--- config.mk ---
export PLATFORM = sky130hd
export DESIGN_NAME = sfu_seq_ctrl_flat
export DESIGN_NICKNAME = d
export VERILOG_FILES = /design/src/rtl/sfu_pkg.sv /design/src/rtl/sfu_seq_ctrl_if.sv /design/src/rtl/sfu_seq_cnt.sv /design/src/rtl/sfu_seq_ctrl.sv /design/src/flat_wrapper.sv
export SDC_FILE = /design/constraint.sdc
export NUM_CORES = 1
export LEC_CHECK = 0
export BUFFER_PORTS_ARGS = -buffer_cell sky130_fd_sc_hd__buf_2
export CAP_MARGIN = 20
export CORE_MARGIN = 2
export CORE_UTILIZATION = 35
export CTS_CLUSTER_SIZE = 16
export DETAILED_ROUTE_END_ITERATION = 8
export PLACE_DENSITY = 0.61
export SYNTH_ARGS = -nofsm -noshare
export SYNTH_HDL_FRONTEND = slang
export SYNTH_SLANG_ARGS = --single-unit
--- constraint.sdc ---
create_clock -name clk -period 2 [get_ports clk]
set_input_delay 0.5 -clock clk [delete_from_list [all_inputs] [get_ports clk]]
set_output_delay 0.5 -clock clk [all_outputs]
set_load 0.02 [all_outputs]
--- src/rtl/sfu_pkg.sv ---
// Shared types and constants for the SFU accumulation sequencer.
package sfu_pkg;

    typedef enum logic [2:0] {
        IDLE,
        ACC,
        WAIT_RES,
        WRITE,
        FIN
    } sfu_state_e;

    localparam int KIJ  = 9;
    localparam int ONIJ = 16;
    localparam int COL  = 8;

    // Cycles spent in WAIT_RES before the watchdog gives up on the SFU.
    localparam int SFU_SEQ_TMO = 31;

endpackage

--- src/rtl/sfu_seq_ctrl_if.sv ---
// Datapath-side handshake of the sequencer: ofifo pop, SFU strobes, output-memory write.
interface sfu_seq_ctrl_if #(
    parameter int col     = 8,
    parameter int addr_bw = 4
);
    logic [col-1:0]     ofifo_valid;
    logic               ofifo_rd;
    logic               acc_o;
    logic               clr_o;
    logic               sfu_valid_i;
    logic               out_wr;
    logic [addr_bw-1:0] out_addr;

    modport master (
        input  ofifo_valid,
        input  sfu_valid_i,
        output ofifo_rd,
        output acc_o,
        output clr_o,
        output out_wr,
        output out_addr
    );

    modport slave (
        output ofifo_valid,
        output sfu_valid_i,
        input  ofifo_rd,
        input  acc_o,
        input  clr_o,
        input  out_wr,
        input  out_addr
    );
endinterface

--- src/rtl/sfu_seq_cnt.sv ---
// Terminal-count counter: clr wins over inc, and the count saturates at term instead of wrapping.
module sfu_seq_cnt #(
    parameter int width = 4,
    parameter int term  = 8
) (
    input  logic             clk,
    input  logic             reset,
    input  logic             inc,
    input  logic             clr,
    output logic [width-1:0] cnt,
    output logic             tc
);
    localparam logic [width-1:0] TERM_V = width'(term);

    assign tc = (cnt == TERM_V);

    always_ff @(posedge clk or negedge reset) begin
        if (!reset) begin
            cnt <= '0;
        end else if (clr) begin
            cnt <= '0;
        end else if (inc && !tc) begin
            cnt <= cnt + width'(1);
        end
    end
endmodule

--- src/rtl/sfu_seq_ctrl.sv ---
// Sequencer popping ofifo rows into the SFU kij times per position, then writing each result.
// Optional WAIT_RES watchdog with sticky err: define SFU_SEQ_TIMEOUT_EN.
module sfu_seq_ctrl
    import sfu_pkg::*;
#(
    parameter int col     = COL,
    parameter int kij     = KIJ,
    parameter int onij    = ONIJ,
    parameter int addr_bw = 4,
    parameter int kcnt_bw = 4
) (
    input  logic                  clk,
    input  logic                  reset,
    input  logic                  start,
    sfu_seq_ctrl_if.master        bus,
    output logic                  busy,
    output logic                  done,
    output logic                  err
);
    sfu_state_e state, state_nx;

    logic [kcnt_bw-1:0] kcnt;
    logic [addr_bw-1:0] ocnt;
    logic               k_tc;
    logic               o_tc;
    logic               fire;
    logic               run_start;
    logic               timeout;

    // A pass needs the whole row, so every column's FIFO must be non-empty.
    assign fire      = (state == ACC) && (&bus.ofifo_valid);
    assign run_start = (state == IDLE) && start;

    sfu_seq_cnt #(.width(kcnt_bw), .term(kij - 1)) u_kcnt (
        .clk   (clk),
        .reset (reset),
        .inc   (fire),
        .clr   (run_start || (fire && k_tc)),
        .cnt   (kcnt),
        .tc    (k_tc)
    );

    sfu_seq_cnt #(.width(addr_bw), .term(onij - 1)) u_ocnt (
        .clk   (clk),
        .reset (reset),
        .inc   (state == WRITE),
        .clr   (run_start),
        .cnt   (ocnt),
        .tc    (o_tc)
    );

`ifdef SFU_SEQ_TIMEOUT_EN
    logic [4:0] wdog;
    logic       err_q;

    assign timeout = (state == WAIT_RES) && !bus.sfu_valid_i && (wdog == 5'(SFU_SEQ_TMO));

    always_ff @(posedge clk or negedge reset) begin
        if (!reset) begin
            wdog  <= '0;
            err_q <= 1'b0;
        end else begin
            wdog <= (state == WAIT_RES && !timeout) ? wdog + 5'd1 : 5'd0;
            if (run_start) begin
                err_q <= 1'b0;
            end else if (timeout) begin
                err_q <= 1'b1;
            end
        end
    end

    assign err = err_q;
`else
    assign timeout = 1'b0;
    assign err     = 1'b0;
`endif

    always_ff @(posedge clk or negedge reset) begin
        if (!reset) begin
            state <= IDLE;
        end else begin
            state <= state_nx;
        end
    end

    always_comb begin
        state_nx     = state;
        bus.ofifo_rd = 1'b0;
        bus.acc_o    = 1'b0;
        bus.clr_o    = 1'b0;
        bus.out_wr   = 1'b0;
        done         = 1'b0;
        case (state)
            IDLE: begin
                if (start) state_nx = ACC;
            end
            ACC: begin
                if (fire) begin
                    bus.ofifo_rd = 1'b1;
                    bus.acc_o    = 1'b1;
                    bus.clr_o    = (kcnt == '0);
                    if (k_tc) state_nx = WAIT_RES;
                end
            end
            WAIT_RES: begin
                if (bus.sfu_valid_i) begin
                    state_nx = WRITE;
                end else if (timeout) begin
                    state_nx = IDLE;
                end
            end
            WRITE: begin
                bus.out_wr = 1'b1;
                state_nx   = o_tc ? FIN : ACC;
            end
            FIN: begin
                done     = 1'b1;
                state_nx = IDLE;
            end
            default: state_nx = IDLE;
        endcase
    end

    assign bus.out_addr = ocnt;
    assign busy         = (state != IDLE);
endmodule

--- src/flat_wrapper.sv ---
// flat-port wrapper written by rule: the top's interface ports become plain ports
module sfu_seq_ctrl_flat import sfu_pkg::*;
#(
    parameter int col     = COL,
    parameter int kij     = KIJ,
    parameter int onij    = ONIJ,
    parameter int addr_bw = 4,
    parameter int kcnt_bw = 4
)
  (clk, reset, start, busy, done, err, bus_ofifo_valid, bus_sfu_valid_i, bus_ofifo_rd, bus_acc_o, bus_clr_o, bus_out_wr, bus_out_addr);
  sfu_seq_ctrl_if #(.col(col), .addr_bw(addr_bw)) bus_i ();
  input  logic clk;
  input  logic reset;
  input  logic start;
  output logic busy;
  output logic done;
  output logic err;
  input wire logic [$bits(bus_i.ofifo_valid)-1:0] bus_ofifo_valid;
  input wire logic [$bits(bus_i.sfu_valid_i)-1:0] bus_sfu_valid_i;
  output wire logic [$bits(bus_i.ofifo_rd)-1:0] bus_ofifo_rd;
  output wire logic [$bits(bus_i.acc_o)-1:0] bus_acc_o;
  output wire logic [$bits(bus_i.clr_o)-1:0] bus_clr_o;
  output wire logic [$bits(bus_i.out_wr)-1:0] bus_out_wr;
  output wire logic [$bits(bus_i.out_addr)-1:0] bus_out_addr;
  assign bus_i.ofifo_valid = bus_ofifo_valid;
  assign bus_i.sfu_valid_i = bus_sfu_valid_i;
  assign bus_ofifo_rd = bus_i.ofifo_rd;
  assign bus_acc_o = bus_i.acc_o;
  assign bus_clr_o = bus_i.clr_o;
  assign bus_out_wr = bus_i.out_wr;
  assign bus_out_addr = bus_i.out_addr;
  sfu_seq_ctrl #(.col(col), .kij(kij), .onij(onij), .addr_bw(addr_bw), .kcnt_bw(kcnt_bw)) u_core (.clk(clk), .reset(reset), .start(start), .bus(bus_i), .busy(busy), .done(done), .err(err));
endmodule
* Word-level counts from Yosys, hierarchy flattened
Index checks and enable logic that the tools add are counted.
** Operators by class
- Reductions and logical operators :: 15
- Div/mod/pow operators :: 0
- Eq/ne operators :: 10
- Order comparisons :: 0
- $add $sub $neg :: 2
- Bitwise logic cells :: 0
- Muxes and demuxes :: 16
- Shifts and indexed selects :: 0
- Multiply operators :: 0
** Operators by type and width (count)
- $mux 4 :: 4
- $mux 3 :: 5
- $pmux 3 s4 :: 1
- $add 4x1->4 const B :: 2
- $eq 4x4->1 const B :: 2
- $reduce_and 8->1 :: 1
- $eq 3x2->1 const B :: 2
- $mux 1 :: 6
- $logic_and 1x1->1 :: 5
- $logic_not 4->1 :: 1
- $ne 2x1->1 const B :: 2
- $ne 2x2->1 const B :: 2
- $reduce_and 4->1 :: 1
- $reduce_bool 2->1 :: 2
- $eq 3x1->1 const B :: 1
- $eq 3x3->1 const B :: 1
- $logic_not 3->1 :: 1
- $reduce_bool 3->1 :: 1
- $logic_not 1->1 :: 2
- $logic_or 1x1->1 :: 1
** Word-level totals
- Bits in latches :: 0
- Logic and storage cells :: 46
- Memories :: 0
- Bits in read-only memories :: 0
- Flip-flop bits (word level) :: 11
- Output and inout port bits :: 11
- Memory bits (writable) :: 0
- Input bits :: 12

* Logic depth before layout (Yosys ltp)
- Depth in word-level cells :: 5
- Depth in mapped cells :: 6
- Mapped depth without buffers :: 6

* By module
From an unflattened synthesis, not the netlist that was laid out.
** Second synthesis, totals
- Cells, all modules :: 74
- Area total of the unflattened synthesis :: 732.0 µm²
** By module, submodules not included
- sfu_seq_ctrl :: instances 1, area each 270.3 µm², cells each 30
- sfu_seq_cnt (u_core.u_kcnt) :: instances 1, area each 232.7 µm², cells each 24
- sfu_seq_cnt (u_core.u_ocnt) :: instances 1, area each 229.0 µm², cells each 20

* Worst setup path before layout
No wires, ideal clock.
- Path kind :: input to output
- Start :: in bus_ofifo_valid[6]
- End :: out bus_clr_o
- Arrival :: 1.986 ns
- Setup slack :: -0.486 ns
- Cell stages on the path :: 3
- Buffers on the path :: 0
- Path through :: nand4_1 nor4_4 nor4b_1
** On the way
- Longest elaborated chain between the ends :: 4
** Ends and longest elaborated chain
- start, declared :: line flat_wrapper.sv:18 : input wire logic [$bits(bus_i.ofifo_valid)-1:0] bus_ofifo_valid;
- $reduce_and 8->1 :: line sfu_seq_ctrl.sv:31 : assign fire = (state == ACC) && (&bus.ofifo_valid);
- $logic_and 1x1->1 :: line sfu_seq_ctrl.sv:31
- $mux 1 :: line sfu_seq_ctrl.sv:98 : if (fire) begin
- $mux 1 :: line sfu_seq_ctrl.sv:93 : case (state)
- end, declared :: line flat_wrapper.sv:22 : output wire logic [$bits(bus_i.clr_o)-1:0] bus_clr_o;
Every way passes these cells.

* Worst setup path in the final report
- Start :: in bus_ofifo_valid[2]
- End :: out bus_clr_o
Same word-level chain as after synthesis.

==> summary.txt <==
clock net sink count: 11
DR pass1 iterations: 4
async set-reset flop share out of synthesis: 100%
GP Congestion: 0.772
syn_area_per_cell: 9.25 µm²
IO Port Bufs: 21
Die Area: 0.00233 mm²
Synth Instances: 74
FP Rows: 15
largest family of logic cells by synthesized area: simple AND/OR/NAND/NOR gates
HP Class: in -> async
min cycle time layout: 1.94 ns
final setup fails: 0
peak fanout along the critical path: 2
clk root buf: clkbuf_4
Synth Area in Simple Gates: 32.0%
minimum hold slack: 0.0901 ns
post-synthesis mux area share: 3.11%
clk buf depth: 2
xor/xnor share of the synthesized area: 2.56%
ys flop type: dfrtp_1
post-synth net total: 89
Synth Area in Adders: 5.48%
DP HPWL: 1080 µm
pin count of the biggest net entering global routing: 12
GRT Overall Usage: 13.4%
Remaining DRCs: 0
final setup TNS: 0 ns
wire per inst: 11.5 µm
Distinct cells, synth: 33
clk_skew: 0.00258 ns
CP Data Arrival Time: 1.44 ns
Compound-Gate Fraction of Synth Area: 8.78%
cts bufs inserted: 3
Comb pwr share: 24.1%
Startpoint Class: primary input
Yosys reg bits: 11
I/O pins: 23
Antenna Nets Post-Route: 0
area of the mapped netlist: 684 µm²
Core Area: 0.00178 mm²
Synth top area share: 40.2%
Yosys top cell by area: dfrtp_1
fin. max-slew vios: 0
Leak: 0.412 nW
Die H: 48.2 µm
nets@finish: 113
initial antenna violation count: 0
initial DRC count: 5
crit share post-route: 96.9%
wirelength, routed: 1400 µm
part of the power in registers: 49.7%
hold_buf cts: 0
Finished Cell Area: 858 µm²
Area contributors post-synth: dfrtp_1, ha_1, nand3_1
Via Count: 600
internal power: 0.385 mW
Worst setup EP type: output port
Initial Util: 38.4%
ratio of cells with drive above 1 in the final layout: 34.0%
switch share: 32.3%
number of global-route vias before repair: 500
CTS tree: done
Clk Latency, worst-skew pair: 0.26 ns
post-layout utilization of the core: 48.1%
DP Area: 820 µm²
Post-synth EDFFs: 0
H-tree depth: 1
outcome: complete, no violations
clock transition at the registers of the reported paths: 0.07 ns
switching pwr: 0.184 mW
die width: 48.2 µm
Power Density: 663 mW/mm²
Critical Setup Path Class: in -> out
final hold vios: 0
unrepaired setup endpoints after global routing: yes
worst vdd ir: 0.335 mV
Overflow after GRT: 0
share of total power in the clock network: 26.2%
vias per cell: 4.92
fmax: 516 MHz
CP required: 1.50 ns
area grow syn2layout: 25.4%
sequential fraction of the synthesis area: 40.2%
number of synthesis warnings: 0
first-pass GRT wire length: 2170 µm
n_diodes: 0
max-cap viol count: 0
[placed cells by master (no fill, tap or decap), types with 2 or more instances in the layout]
master     n
nand2_1    6
xor2_1     2
nand3b_1   3
dfrtp_1    9
ha_1       3
o21ai_0    2
buf_2     20
dfrtp_2    2
nand4_1    2
buf_4      4
nor2_1     5
clkbuf_4   3
inv_1      5
a21oi_1    3
nor3_1     4
nand3_1    5
[cell type report]
cell class,instances,area [µm²]
multi-input combinational,53,374
clock buffer,4,26.3
fill,192,925
tap,25,31.3
timing repair buffer,24,130
inverter,5,18.8
sequential,11,278
[routing by layer]
| layer | vias up | GRT usage [%] | wire length [µm] | part of all wire (%) |
|---|---|---|---|---|
| met3 | 0 | 3.33 | 61 | 4.3 |
| met5 | - | 0 | 0 | 0 |
| met1 | 287 | 20.7 | 686 | 49 |
| li1 | 299 | - | - | - |
| met2 | 14 | 17.9 | 657 | 47 |
| met4 | 0 | 4.86 | 0 | 0 |
[worst paths after layout]
kind                                        startpoint                               end  slack [ns]  cells past startpoint
setup / recovery                    bus_ofifo_valid[2]                         bus_clr_o        0.06                      5
hold reg to reg            u_core.state[2]$_DFFE_PN0P_       u_core.state[1]$_DFFE_PN0P_        0.54                      2
max in group asynchronous                        reset       u_core.state[1]$_DFFE_PN0P_        1.69                      1
hold / removal                                   reset       u_core.state[2]$_DFFE_PN0P_        0.09                      1
min in group clk           u_core.state[2]$_DFFE_PN0P_       u_core.state[1]$_DFFE_PN0P_        0.54                      2
setup reg to reg           u_core.state[1]$_DFFE_PN0P_  u_core.u_kcnt.cnt[3]$_DFFE_PN0P_        0.40                      5
[synth_stat cells (2+ instances only)]
library cell and instances:
nand3b_1 3, o21ai_0 2, nor2_1 5, buf_4 3, nand2_1 6, ha_1 3
nor3_1 4, a21oi_1 3, xor2_1 2, nand4_1 2, inv_1 5, nand3_1 5
dfrtp_1 11
[worst max-delay path, stage by stage]
cell	delay [ns]
buf_2	0.08
nand4_1	0.15
nor4_4	0.31
nor4b_4	0.23
buf_4	0.17
[stage by stage]
step / worst slack [ns] / power (mW) / std cells
finish: 0.0611 / 0.569 / 122
global route: -0.0221 / 0.608 / 122
CTS: 0.0295 / 0.572 / 121
floorplan: -0.134 / 0.375 / 74
global placement: 0.0949 / 0.421 / 117
detailed placement: 0.0663 / 0.424 / 117
[sequential cells by signal (all words and copies together), names as in the netlist]
name,cells
u_core.state,3
u_core.u_kcnt.cnt,4
u_core.u_ocnt.cnt,4
[kinds of logic (layout without fill, tap and decap cells)]
| family | Yosys count | count (layout) |
|---|---|---|
| other | 1 | 1 |
| buffers and inverters | 10 | 33 |
| xor gates and xnor gates | 2 | 2 |
| muxes | 2 | 2 |
| and+or+nand+nor | 36 | 36 |
| DFF | 11 | 11 |
| AOI/OAI and AO/OA | 9 | 9 |
| adders and majority gates | 3 | 3 |
[power by group through the flow]
stage | clock, mW | sequential [mW] | combinational (mW)
final | 0.149 | 0.283 | 0.137
after global routing | 0.163 | 0.288 | 0.157
after CTS | 0.151 | 0.282 | 0.138
after detailed placement | 0 | 0.286 | 0.138
after global placement | 0 | 0.286 | 0.136
after floorplan | 0 | 0.306 | 0.0691
[what timing repair did]
action / in CTS / in global routing
gates resized for setup: 3 / 0
setup endpoints to repair: 3 / 2
buffers inserted: 0 / 1
pin swaps: 1 / 0
Note: power is estimated with default switching activity, not from simulation.
